$ cat src/rtl/demux_pkg.sv
// Shared constants and types for the 1-to-4 stream demultiplexer.
package demux_pkg;

    localparam int NUM_OUT   = 4;
    localparam int SEL_W     = 2;
    localparam int DEF_CNT_W = 8;

    typedef logic [SEL_W-1:0] sel_t;

    // One-hot decode of a channel index.
    function automatic logic [NUM_OUT-1:0] sel_decode(input sel_t sel);
        logic [NUM_OUT-1:0] onehot;
        onehot = {NUM_OUT{1'b0}};
        onehot[sel] = 1'b1;
        return onehot;
    endfunction

endpackage

$ cat src/rtl/demux_slot.sv
// One output channel: single-entry holding register with valid/ready
// handshake and a saturating count of delivered words.
module demux_slot #(
    parameter int DATA_W = 4,
    parameter int CNT_W  = 8
) (
    input  logic              clk,
    input  logic              rst_n,
    input  logic              load,
    input  logic [DATA_W-1:0] load_data,
    input  logic              ready,
    output logic [DATA_W-1:0] data,
    output logic              valid,
    output logic [CNT_W-1:0]  cnt
);

    localparam logic [CNT_W-1:0] CNT_MAX = {CNT_W{1'b1}};
    localparam logic [CNT_W-1:0] CNT_ONE = {{(CNT_W-1){1'b0}}, 1'b1};

    logic drain_s;

    // A word leaves only when one is actually held; ready on an empty slot is ignored.
    always_comb begin
        drain_s = valid & ready;
    end

    // Holding register: a load wins over a drain so drain+reload keeps valid high.
    always_ff @(posedge clk or negedge rst_n) begin
        if (!rst_n) begin
            data  <= {DATA_W{1'b0}};
            valid <= 1'b0;
        end else if (load) begin
            data  <= load_data;
            valid <= 1'b1;
        end else if (drain_s) begin
            data  <= data;
            valid <= 1'b0;
        end else begin
            data  <= data;
            valid <= valid;
        end
    end

    // Delivered-word counter, sticks at all-ones instead of wrapping.
    always_ff @(posedge clk or negedge rst_n) begin
        if (!rst_n) begin
            cnt <= {CNT_W{1'b0}};
        end else if (drain_s && (cnt != CNT_MAX)) begin
            cnt <= cnt + CNT_ONE;
        end else begin
            cnt <= cnt;
        end
    end

endmodule

$ cat src/rtl/demux1to4_stream.sv
// Registered 1-to-4 stream demultiplexer: each accepted input word is
// steered by in_sel into one of four independent single-entry channels.
module demux1to4_stream
    import demux_pkg::*;
#(
    parameter int DATA_W = 4,
    parameter int CNT_W  = DEF_CNT_W
) (
    input  logic                      clk,
    input  logic                      rst_n,
    input  logic [DATA_W-1:0]         in_data,
    input  logic [SEL_W-1:0]          in_sel,
    input  logic                      in_valid,
    output logic                      in_ready,
    output logic [NUM_OUT*DATA_W-1:0] out_data,
    output logic [NUM_OUT-1:0]        out_valid,
    input  logic [NUM_OUT-1:0]        out_ready,
    output logic [NUM_OUT*CNT_W-1:0]  out_cnt
);

    sel_t               sel_s;
    logic               accept_s;
    logic [NUM_OUT-1:0] load_s;
    logic [NUM_OUT-1:0] valid_s;

    assign sel_s = in_sel;

    // Input is taken when the target channel is empty or draining this cycle;
    // in_valid is deliberately kept out of the ready path.
    always_comb begin
        in_ready = ~valid_s[sel_s] | out_ready[sel_s];
    end

    // Steer the accept strobe to exactly one channel.
    always_comb begin
        accept_s = in_valid & in_ready;
        load_s   = sel_decode(sel_s) & {NUM_OUT{accept_s}};
    end

    genvar g;
    generate
        for (g = 0; g < NUM_OUT; g++) begin : g_slot
            demux_slot #(
                .DATA_W (DATA_W),
                .CNT_W  (CNT_W)
            ) u_slot (
                .clk       (clk),
                .rst_n     (rst_n),
                .load      (load_s[g]),
                .load_data (in_data),
                .ready     (out_ready[g]),
                .data      (out_data[g*DATA_W +: DATA_W]),
                .valid     (valid_s[g]),
                .cnt       (out_cnt[g*CNT_W +: CNT_W])
            );
        end
    endgenerate

    assign out_valid = valid_s;

endmodule

$ cat config.mk
export PLATFORM = sky130hd
export DESIGN_NAME = demux1to4_stream
export DESIGN_NICKNAME = d
export VERILOG_FILES = /design/src/rtl/demux_pkg.sv /design/src/rtl/demux_slot.sv /design/src/rtl/demux1to4_stream.sv
export SDC_FILE = /design/constraint.sdc
export NUM_CORES = 1
export LEC_CHECK = 0
export BUFFER_PORTS_ARGS = -buffer_cell sky130_fd_sc_hd__clkbuf_2
export CAP_MARGIN = 15
export CORE_MARGIN = 2
export CORE_UTILIZATION = 40
export DETAILED_ROUTE_END_ITERATION = 6
export PLACE_DENSITY = 0.71
export SLEW_MARGIN = 10
export SYNTH_ARGS = -nofsm -noshare
export SYNTH_HDL_FRONTEND = slang
export SYNTH_HIERARCHICAL = 1
export SYNTH_SLANG_ARGS = --single-unit
export TNS_END_PERCENT = 30
$ cat constraint.sdc
create_clock -name clk -period 1.89 [get_ports clk]
set_clock_uncertainty 0.15 [all_clocks]
set_input_delay 0.189 -clock clk [delete_from_list [all_inputs] [get_ports clk]]
set_output_delay 0.189 -clock clk [all_outputs]
set_load 0.005 [all_outputs]
# Word-level counts from Yosys, hierarchy flattened
# Cells that the tools add are included.
[op_classes] n_reduce_logical=9 magnitude_cmp=2 n_mux=14 add_sub_neg=4 bitwise_logic=8 eq_ne=4
[ops] cell="$add 8x1->8 const B" n=4
[ops] cell="$ne 8x8->1 const B" n=4
[ops] cell="$mux 1" n=11
[ops] cell="$reduce_bool 2->1" n=4
[ops] cell="$and 1x1->1" n=5
[ops] cell="$logic_and 1x1->1" n=5
[ops] cell="$and 4x4->4" n=1
[ops] cell="$bmux 1 s2" n=2
[ops] cell="$lt 2x3->1 const B" n=1
[ops] cell="$demux 1 s2" n=1
[ops] cell="$ge 2x1->1 const B" n=1
[ops] cell="$not 1->1" n=1
[ops] cell="$or 1x1->1" n=1
[word_totals] inputBits=13 ff_bits=52 elab_cells=53

# Longest topological paths before layout
# Gate-level depths: netlist of run 1.
[logic_depth] ltp_word=7 depth_mapped=4

# Cells and area by module
# Netlist of run 1, hierarchy kept.
[by_module_without_submodules] mod="demux_slot" n_inst=4 area_each_um2=583.1 cells_per_inst=45
[by_module_without_submodules] mod="demux1to4_stream" n_inst=1 area_each_um2=101.3 cells_per_inst=9

# Worst setup path before layout of run 1
# OpenSTA, ideal clock, no wires.
[synth_timing] path_kind="reg2reg" startpoint="reg g_slot[0].u_slot.valid" endpoint="reg g_slot[0].u_slot.data[0]" n_path_buf=0 arrival_time_ns=1.474 setup_slack_ns=0.141 stages_incl_launch_ff=4 period_less_slack_ns=1.749 cell_sequence="dfrtp_1 -> nand2b_1 -> nor4bb_1 -> mux2_2"
[synth_via] elab_chain_len=6
[synth_lines] item="start, declared" line_no="demux_slot.sv:13" rtl="output logic valid,"
[synth_lines] item="start signal, assigned" line_no="demux_slot.sv:40" rtl="valid <= valid;"
[synth_lines] item="$bmux 1 s2" line_no="demux1to4_stream.sv:31" rtl="in_ready = ~valid_s[sel_s] | out_ready[sel_s];"
[synth_lines] item="$mux 1 (not written as such)" line_no="demux1to4_stream.sv:31"
[synth_lines] item="$not 1->1" line_no="demux1to4_stream.sv:31"
[synth_lines] item="$or 1x1->1" line_no="demux1to4_stream.sv:31"
[synth_lines] item="$and 1x1->1" line_no="demux1to4_stream.sv:36" rtl="accept_s = in_valid & in_ready;"
[synth_lines] item="$and 4x4->4" line_no="demux1to4_stream.sv:37" rtl="load_s = sel_decode(sel_s) & {NUM_OUT{accept_s}};"
[synth_lines] item="net load_s[0]" line_no="demux1to4_stream.sv:23" rtl="logic [NUM_OUT-1:0] load_s;"
[synth_lines] item="end signal, assigned" line_no="demux_slot.sv:33" rtl="data <= load_data;"
[synth_lines] item="end signal, assigned" line_no="demux_slot.sv:36" rtl="data <= data;"
[synth_lines] item="end signal, assigned" line_no="demux_slot.sv:39" rtl="data <= data;"
[synth_lines] item="end, declared" line_no="demux_slot.sv:12" rtl="output logic [DATA_W-1:0] data,"
# The timed path passes the listed nets, and every way through them passes these cells. The select of a mux whose other input is x is not followed.
# A chain may end at the register's enable or synchronous reset.

# Worst setup path after layout of run 1
[layout_timing] startpoint="reg g_slot[1].u_slot.valid" endpoint="out in_ready"
[layout_via] elab_chain_len=4
[layout_lines] item="start, declared" line_no="demux_slot.sv:13"
[layout_lines] item="start signal, assigned" line_no="demux_slot.sv:40"
[layout_lines] item="$bmux 1 s2" line_no="demux1to4_stream.sv:31"
[layout_lines] item="$mux 1 (not written as such)" line_no="demux1to4_stream.sv:31"
[layout_lines] item="$not 1->1" line_no="demux1to4_stream.sv:31"
[layout_lines] item="$or 1x1->1" line_no="demux1to4_stream.sv:31"
[layout_lines] item="end, declared" line_no="demux1to4_stream.sv:14" rtl="output logic in_ready,"
# Every way passes these cells. The select of a mux whose other input is x is not followed.

==> impl_metrics.yaml, run 1 <==
critical_path:
  worstSetupPathType: "reg -> out"
  crit_path_start: "g_slot[1].u_slot/valid$_DFFE_PN0P_"
  endpoint_kind: "output port"
  cp_top_family: "flip-flops"
  cp-start-kind: "register"
  cp_num_buf_inv: 1
  reg2reg_from: "g_slot[2].u_slot/cnt[0]$_DFFE_PN0P_"
  cp.arrival_ns: 1.43
  reg2reg_slack_ns: 0.21
  critPathSlowestCell: "dfrtp_1"
  path_cells: "nand2b_1 -> mux4_2 -> clkbuf_2"
  crit_fanout: 7
  reg2reg_depth: 4
  cp.depth: 3
  crit_end: "in_ready"
  critical-path-max-stage-delay_ns: 0.46
  r2r-end: "g_slot[2].u_slot/cnt[1]$_DFFE_PN0P_"
  crit_required_ns: 1.55
finish:
  final_cell_area_mm2: 0.00300
  final_cell_mix: "clkbuf_2, dfrtp_1, mux2_2, nand3_1"
  drive_gt1_frac: 0.396
  final_nets: 284
  layout_commonest_cell: "clkbuf_2"
  antenna_cells: 0
  area_growth_pct: 23.1
  final_util: 0.509
drt:
  drt_iter0_drc: 73
  dr.pass1.iters: 4
  avgRoutedWirePerCell_um: 14.3
  vias: 1806
  drcViolationCount: 0
  routed_wl_mm: 4.91
  viasPerCell: 5.27
  drtAntennaViolNets: 0
cts:
  clockBufferDepth: 2
  post_cts_buffers: 0
  insertion_delay_ns: 0.30
  cts_tree: "built"
  clock_sinks: 52
  htree_levels: 2
  clkTransAtPathRegs_ns: 0.09
  numCtsBuffers: 5
  cts_root_buf: "clkbuf_8"
synthesis:
  synth.distinct_cells: 24
  syn-cell-area_mm2: 0.00243
  synth_top_area_cell: "dfrtp_1"
  syn-num-nets: 206
  synth.avg_cell_area_um2: 12.9
  syn_inst: 189
  synth_top_area_frac: 0.535
  ys_warn_count: 6
  synth_seq_cells: 52
  synth_area_leaders: "dfrtp_1, mux2_2, mux2_1"
  seq_area_frac_synth: 0.535
flow_run:
  cap_violations: 0
floorplan:
  design.core.area_mm2: 0.00589
  io_pins: 66
  die_y_um: 82
  fp-row-count: 28
  dieArea_mm2: 0.00672
  start_util: 0.413
  fp.dieW_um: 82
timing:
  fin_ws_ns: 0.120
  timing.final.crit_share: 0.936
  post-route-min-period_ns: 1.77
  maxSlewViolCount: 0
  tns_ns: 0
  maxSlewHeadroom: 0.676
  setup-violations-final: 0
  worst-slew-pin-transition_ns: 0.485
  hold_viol: 0
  fmax_mhz: 565
  grt_setup_unrepaired: "false"
power:
  clkPwrFrac: 0.214
  p_comb_frac: 0.242
  powerDensity_mw_per_mm2: 1020
  power_uw: 3050
  p_int_uw: 2090
  p_sw_uw: 962
  seqPwrFrac: 0.544
  power_leakage_uw: 0.00146
  power_switching_share: 0.315
  max-vdd-ir-drop_mv: 0.535
global_route:
  antenna_found_initial: 0
  track_usage: 0.161
  grt_pass1_wl_mm: 8.33
  grt_overflow_total: 0
  grt_pass1_vias: 1712
  grt_max_degree: 20
worst_hold_path:
  hold_path_class: "in -> reg"
placement:
  gp_congestion: 0.828
  postPlaceCellArea_mm2: 0.00289
  hpwl_mm: 3.80
  dp_slack_ns: 0.209
  io_buffer_count: 65
run_status:
  status: "finished, final reports clean"
-- kinds of logic (layout without fill, tap and decap cells) --
kind of cell | count (synthesis) | count (layout) | synth area share
AND/OR/NAND/NOR | 60 | 60 | 0.162
flip-flops | 52 | 52 | 0.535
multiplexers | 29 | 29 | 0.139
AO/OA/AOI/OAI | 28 | 28 | 0.0946
XOR/XNOR | 12 | 12 | 0.0432
adder cells (fa/ha/maj) | 4 | 4 | 0.0206
buffers and inverters | 4 | 83 | 0.00617
-- synthesized netlist by cell type --
master,number
o211ai_1,8
ha_1,4
nand4_1,8
xnor2_1,12
inv_1,4
nand3_1,16
nor4bb_1,1
nor3_1,4
and3_1,8
o211ai_2,4
and4b_1,2
mux2_2,16
dfrtp_1,52
mux4_2,1
a21o_1,4
nand2_1,8
and4_1,5
mux2_1,12
nand4_2,4
o21bai_1,4
nand2b_1,2
o21a_1,4
a21boi_0,4
nand2b_4,2
-- repair_timing --
item,in CTS,in global routing
endpoints found under the hold margin,16,0
hold buffers,1,0
setup endpoints to repair,0,1
resized for setup,0,2
-- routing by layer --
metal / part of all wire / up-vias / GRT usage
li1: - / 880 / -
met1: 0.46 / 885 / 0.214
met2: 0.48 / 36 / 0.259
met3: 0.041 / 5 / 0.0374
met4: 0.012 / 0 / 0.0500
met5: 0 / - / 0
-- per-stage QoR --
| stage | std cells | hold slack (ns) |
|---|---|---|
| after floorplan | 189 | -0.257 |
| after global placement | 334 | 0.0176 |
| after detailed placement | 334 | 0.0251 |
| after CTS | 343 | 0.0129 |
| after global routing | 343 | 0.0167 |
| final | 343 | 0.0193 |
-- sequential cells by signal, indices dropped and copies added, names as in the netlist --
| name | cells |
|---|---|
| g_slot.u_slot/valid | 4 |
| g_slot.u_slot/data | 16 |
| g_slot.u_slot/cnt | 32 |
-- area by class of cell --
type,instances,area [µm²]
Multi-Input combinational cell,133,1120
Fill cell,533,2890
Clock buffer,7,86.3
Clock inverter,1,7.51
Tap cell,75,93.8
Inverter,4,15.0
Timing Repair Buffer,71,373
Sequential cell,52,1300
-- worst register-to-register path, stage by stage (launching register included) --
cell and delay [ns]:
dfrtp_1 0.41, ha_1 0.21, nand4_2 0.20, o211ai_2 0.26
mux2_1 0.35
-- power by group through the flow --
| stage | Sequential, µW | Combinational [µW] | Clock (µW) |
|---|---|---|---|
| floorplan | 1660 | 340 | 0 |
| global placement | 1660 | 734 | 0 |
| detailed placement | 1690 | 755 | 0 |
| CTS | 1660 | 761 | 670 |
| global route | 1720 | 840 | 733 |
| finish | 1660 | 738 | 652 |
-- worst min-delay path by stage --
stage                    start                                    to  slack (ns)  cells past startpoint
floorplan                rst_n   g_slot[0].u_slot/cnt[0]$_DFFE_PN0P_       -0.26                      0
global placement         rst_n   g_slot[2].u_slot/cnt[1]$_DFFE_PN0P_        0.02                      1
detailed placement       rst_n   g_slot[2].u_slot/cnt[0]$_DFFE_PN0P_        0.03                      1
CTS                 in_data[0]  g_slot[3].u_slot/data[0]$_DFFE_PN0P_        0.01                      2
global route        in_data[1]  g_slot[2].u_slot/data[1]$_DFFE_PN0P_        0.02                      2
finish              in_data[0]  g_slot[2].u_slot/data[0]$_DFFE_PN0P_        0.02                      2
Note: power is estimated with default switching activity, not from simulation.
==> inputs of run 2 (changes only) <==
- BUFFER_PORTS_ARGS: -buffer_cell sky130_fd_sc_hd__clkbuf_2 -> unset
- CORE_MARGIN: 2 -> 3
- DONT_BUFFER_PORTS: unset -> 1
- PLACE_DENSITY: 0.71 -> 0.61
- clock period: 1.89 -> 2.1 ns (I/O delays scaled with it)
==> run 2 against run 1 <==
- non-clock buffer count fell by 59
- flip-flop and latch count stayed put
- sequential share of layout area increased by 3.6 points
- critical path type unchanged
- clock power grew 2%
- largest cell class unchanged
- first-iteration DRC count shrank 5.5%
- global-route usage fell by 1.0 points
- cell area shrank 7.8%
- register-to-register slack better by 0.14 ns
==> impl_metrics.yaml, run 2 (synthesis gave the netlist of run 1 again) <==
run_status:
  status: "finished, final reports clean"
timing:
  maxSlewHeadroom: 0.791
  setup-violations-final: 0
  timing.final.crit_share: 0.849
  hold_viol: 0
  grt_setup_unrepaired: "false"
  tns_ns: 0
  maxSlewViolCount: 0
  worst-slew-pin-transition_ns: 0.314
  fmax_mhz: 561
  post-route-min-period_ns: 1.78
placement:
  io_buffer_count: 0
  gp_congestion: 0.834
  hpwl_mm: 3.71
drt:
  drtAntennaViolNets: 0
  dr.pass1.iters: 4
  drcViolationCount: 0
  routed_wl_mm: 5.17
  avgRoutedWirePerCell_um: 18.4
  vias: 1669
  viasPerCell: 5.94
  drt_iter0_drc: 69
worst_hold_path:
  hold_path_class: "in -> reg"
finish:
  largest_register: "g_slot.u_slot/cnt"
  area_growth_pct: 13.6
  final_cell_mix: "dfrtp_1, mux2_2, nand3_1"
  largest_reg_flops: 32
  antenna_cells: 0
  final_nets: 225
  drive_gt1_frac: 0.177
  layout_commonest_cell: "dfrtp_1"
  reg.largest.list: "g_slot.u_slot/cnt: 32 flops, g_slot.u_slot/data: 16 flops, g_slot.u_slot/valid: 4 flops"
floorplan:
  die_y_um: 84
  design.core.area_mm2: 0.00571
  dieArea_mm2: 0.00706
  io_pins: 66
  fp.dieW_um: 84
  start_util: 0.426
  fp-row-count: 27
global_route:
  antenna_found_initial: 0
  grt_max_degree: 53
  grt_pass1_wl_mm: 8.65
  grt_overflow_total: 0
  grt_pass1_vias: 1662
  track_usage: 0.151
cts:
  cts_root_buf: "clkbuf_8"
  cts_tree: "built"
  post_cts_buffers: 0
  insertion_delay_ns: 0.30
  numCtsBuffers: 5
  clockBufferDepth: 2
  ctsResizeCount: 0
  clkTransAtPathRegs_ns: 0.09
  clock_sinks: 52
  cts_hold_buffers: 10
  htree_levels: 2
critical_path:
  cp.arrival_ns: 1.42
  crit_required_ns: 1.74
  critical-path-max-stage-delay_ns: 0.51
  critPathSlowestCell: "dfrtp_1"
  crit_fanout: 7
  cp_num_buf_inv: 0
  cp_top_family: "flip-flops"
  worstSetupPathType: "reg -> out"
  endpoint_kind: "output port"
  cp-start-kind: "register"
  path_cells: "nand2b_1 -> mux4_2"
power:
  max-vdd-ir-drop_mv: 0.422
  powerDensity_mw_per_mm2: 953
  power_uw: 2630
  power_leakage_uw: 0.00123
flow_run:
  cap_violations: 0
run 2: changes by cell type in the layout (fill, tap and decap cells not counted), moves of 2 or more:
cell	change
clkbuf_2	-65
dlygate4sd3_1	+8
buf_4	-3
dfrtp_1	+2
dfrtp_2	-2
run 2: layout make-up:
type | count | area (µm²)
Fill cell | 511 | 2950
Sequential cell | 52 | 1300
Multi-Input combinational cell | 133 | 1120
Timing Repair Buffer | 12 | 133
Tap cell | 72 | 90.1
Clock buffer | 6 | 72.6
Clock inverter | 2 | 35.0
Inverter | 4 | 15.0
run 2: per-stage QoR:
step / area (µm²) / hold WS, ns / util / setup WS, ns / instances
2_1_floorplan: 2430 / -0.236 / - / 0.351 / 189
3_3_place_gp: 2540 / -0.234 / 0.445 / 0.437 / 263
3_5_place_dp: 2540 / -0.234 / 0.445 / 0.342 / 263
4_1_cts: 2760 / 0.0366 / 0.484 / 0.287 / 281
5_1_grt: 2760 / 0.0564 / 0.484 / 0.213 / 281
6_report: 2760 / 0.0506 / 0.484 / 0.317 / 281
run 2: path summary, 6_finish.rpt:
check / from / endpoint / slack (ns) / cells past startpoint
worst min register to register: g_slot[2].u_slot/data[0]$_DFFE_PN0P_ / g_slot[2].u_slot/data[0]$_DFFE_PN0P_ / 0.40 / 1
max in group asynchronous: rst_n / g_slot[3].u_slot/data[1]$_DFFE_PN0P_ / 1.30 / 2
worst max register to register: g_slot[1].u_slot/cnt[0]$_DFFE_PN0P_ / g_slot[1].u_slot/cnt[1]$_DFFE_PN0P_ / 0.35 / 4
min in group asynchronous: rst_n / g_slot[3].u_slot/cnt[3]$_DFFE_PN0P_ / 0.28 / 2
worst max-delay path: g_slot[1].u_slot/valid$_DFFE_PN0P_ / in_ready / 0.32 / 2
worst min-delay path: out_ready[2] / g_slot[2].u_slot/cnt[6]$_DFFE_PN0P_ / 0.05 / 3
run 2: layer usage:
metal  up-vias  GRT usage  part of all wire
met5         -          0                 0
met4         0     0.0482             0.013
met3         7     0.0681              0.10
met2        68      0.236              0.47
met1       831      0.186              0.41
li1        763          -                 -
run 2: where the power goes:
group	internal (µW)	switching (µW)	total [µW]
Combinational	242	165	407
Sequential	1230	330	1560
Clock	354	314	668
run 2: worst register-to-register path, cell delays in order, from the launching register on:
cell      delay (ns)
dfrtp_1         0.44
ha_1            0.25
nand4_2         0.20
o211ai_2        0.26
mux2_1          0.34
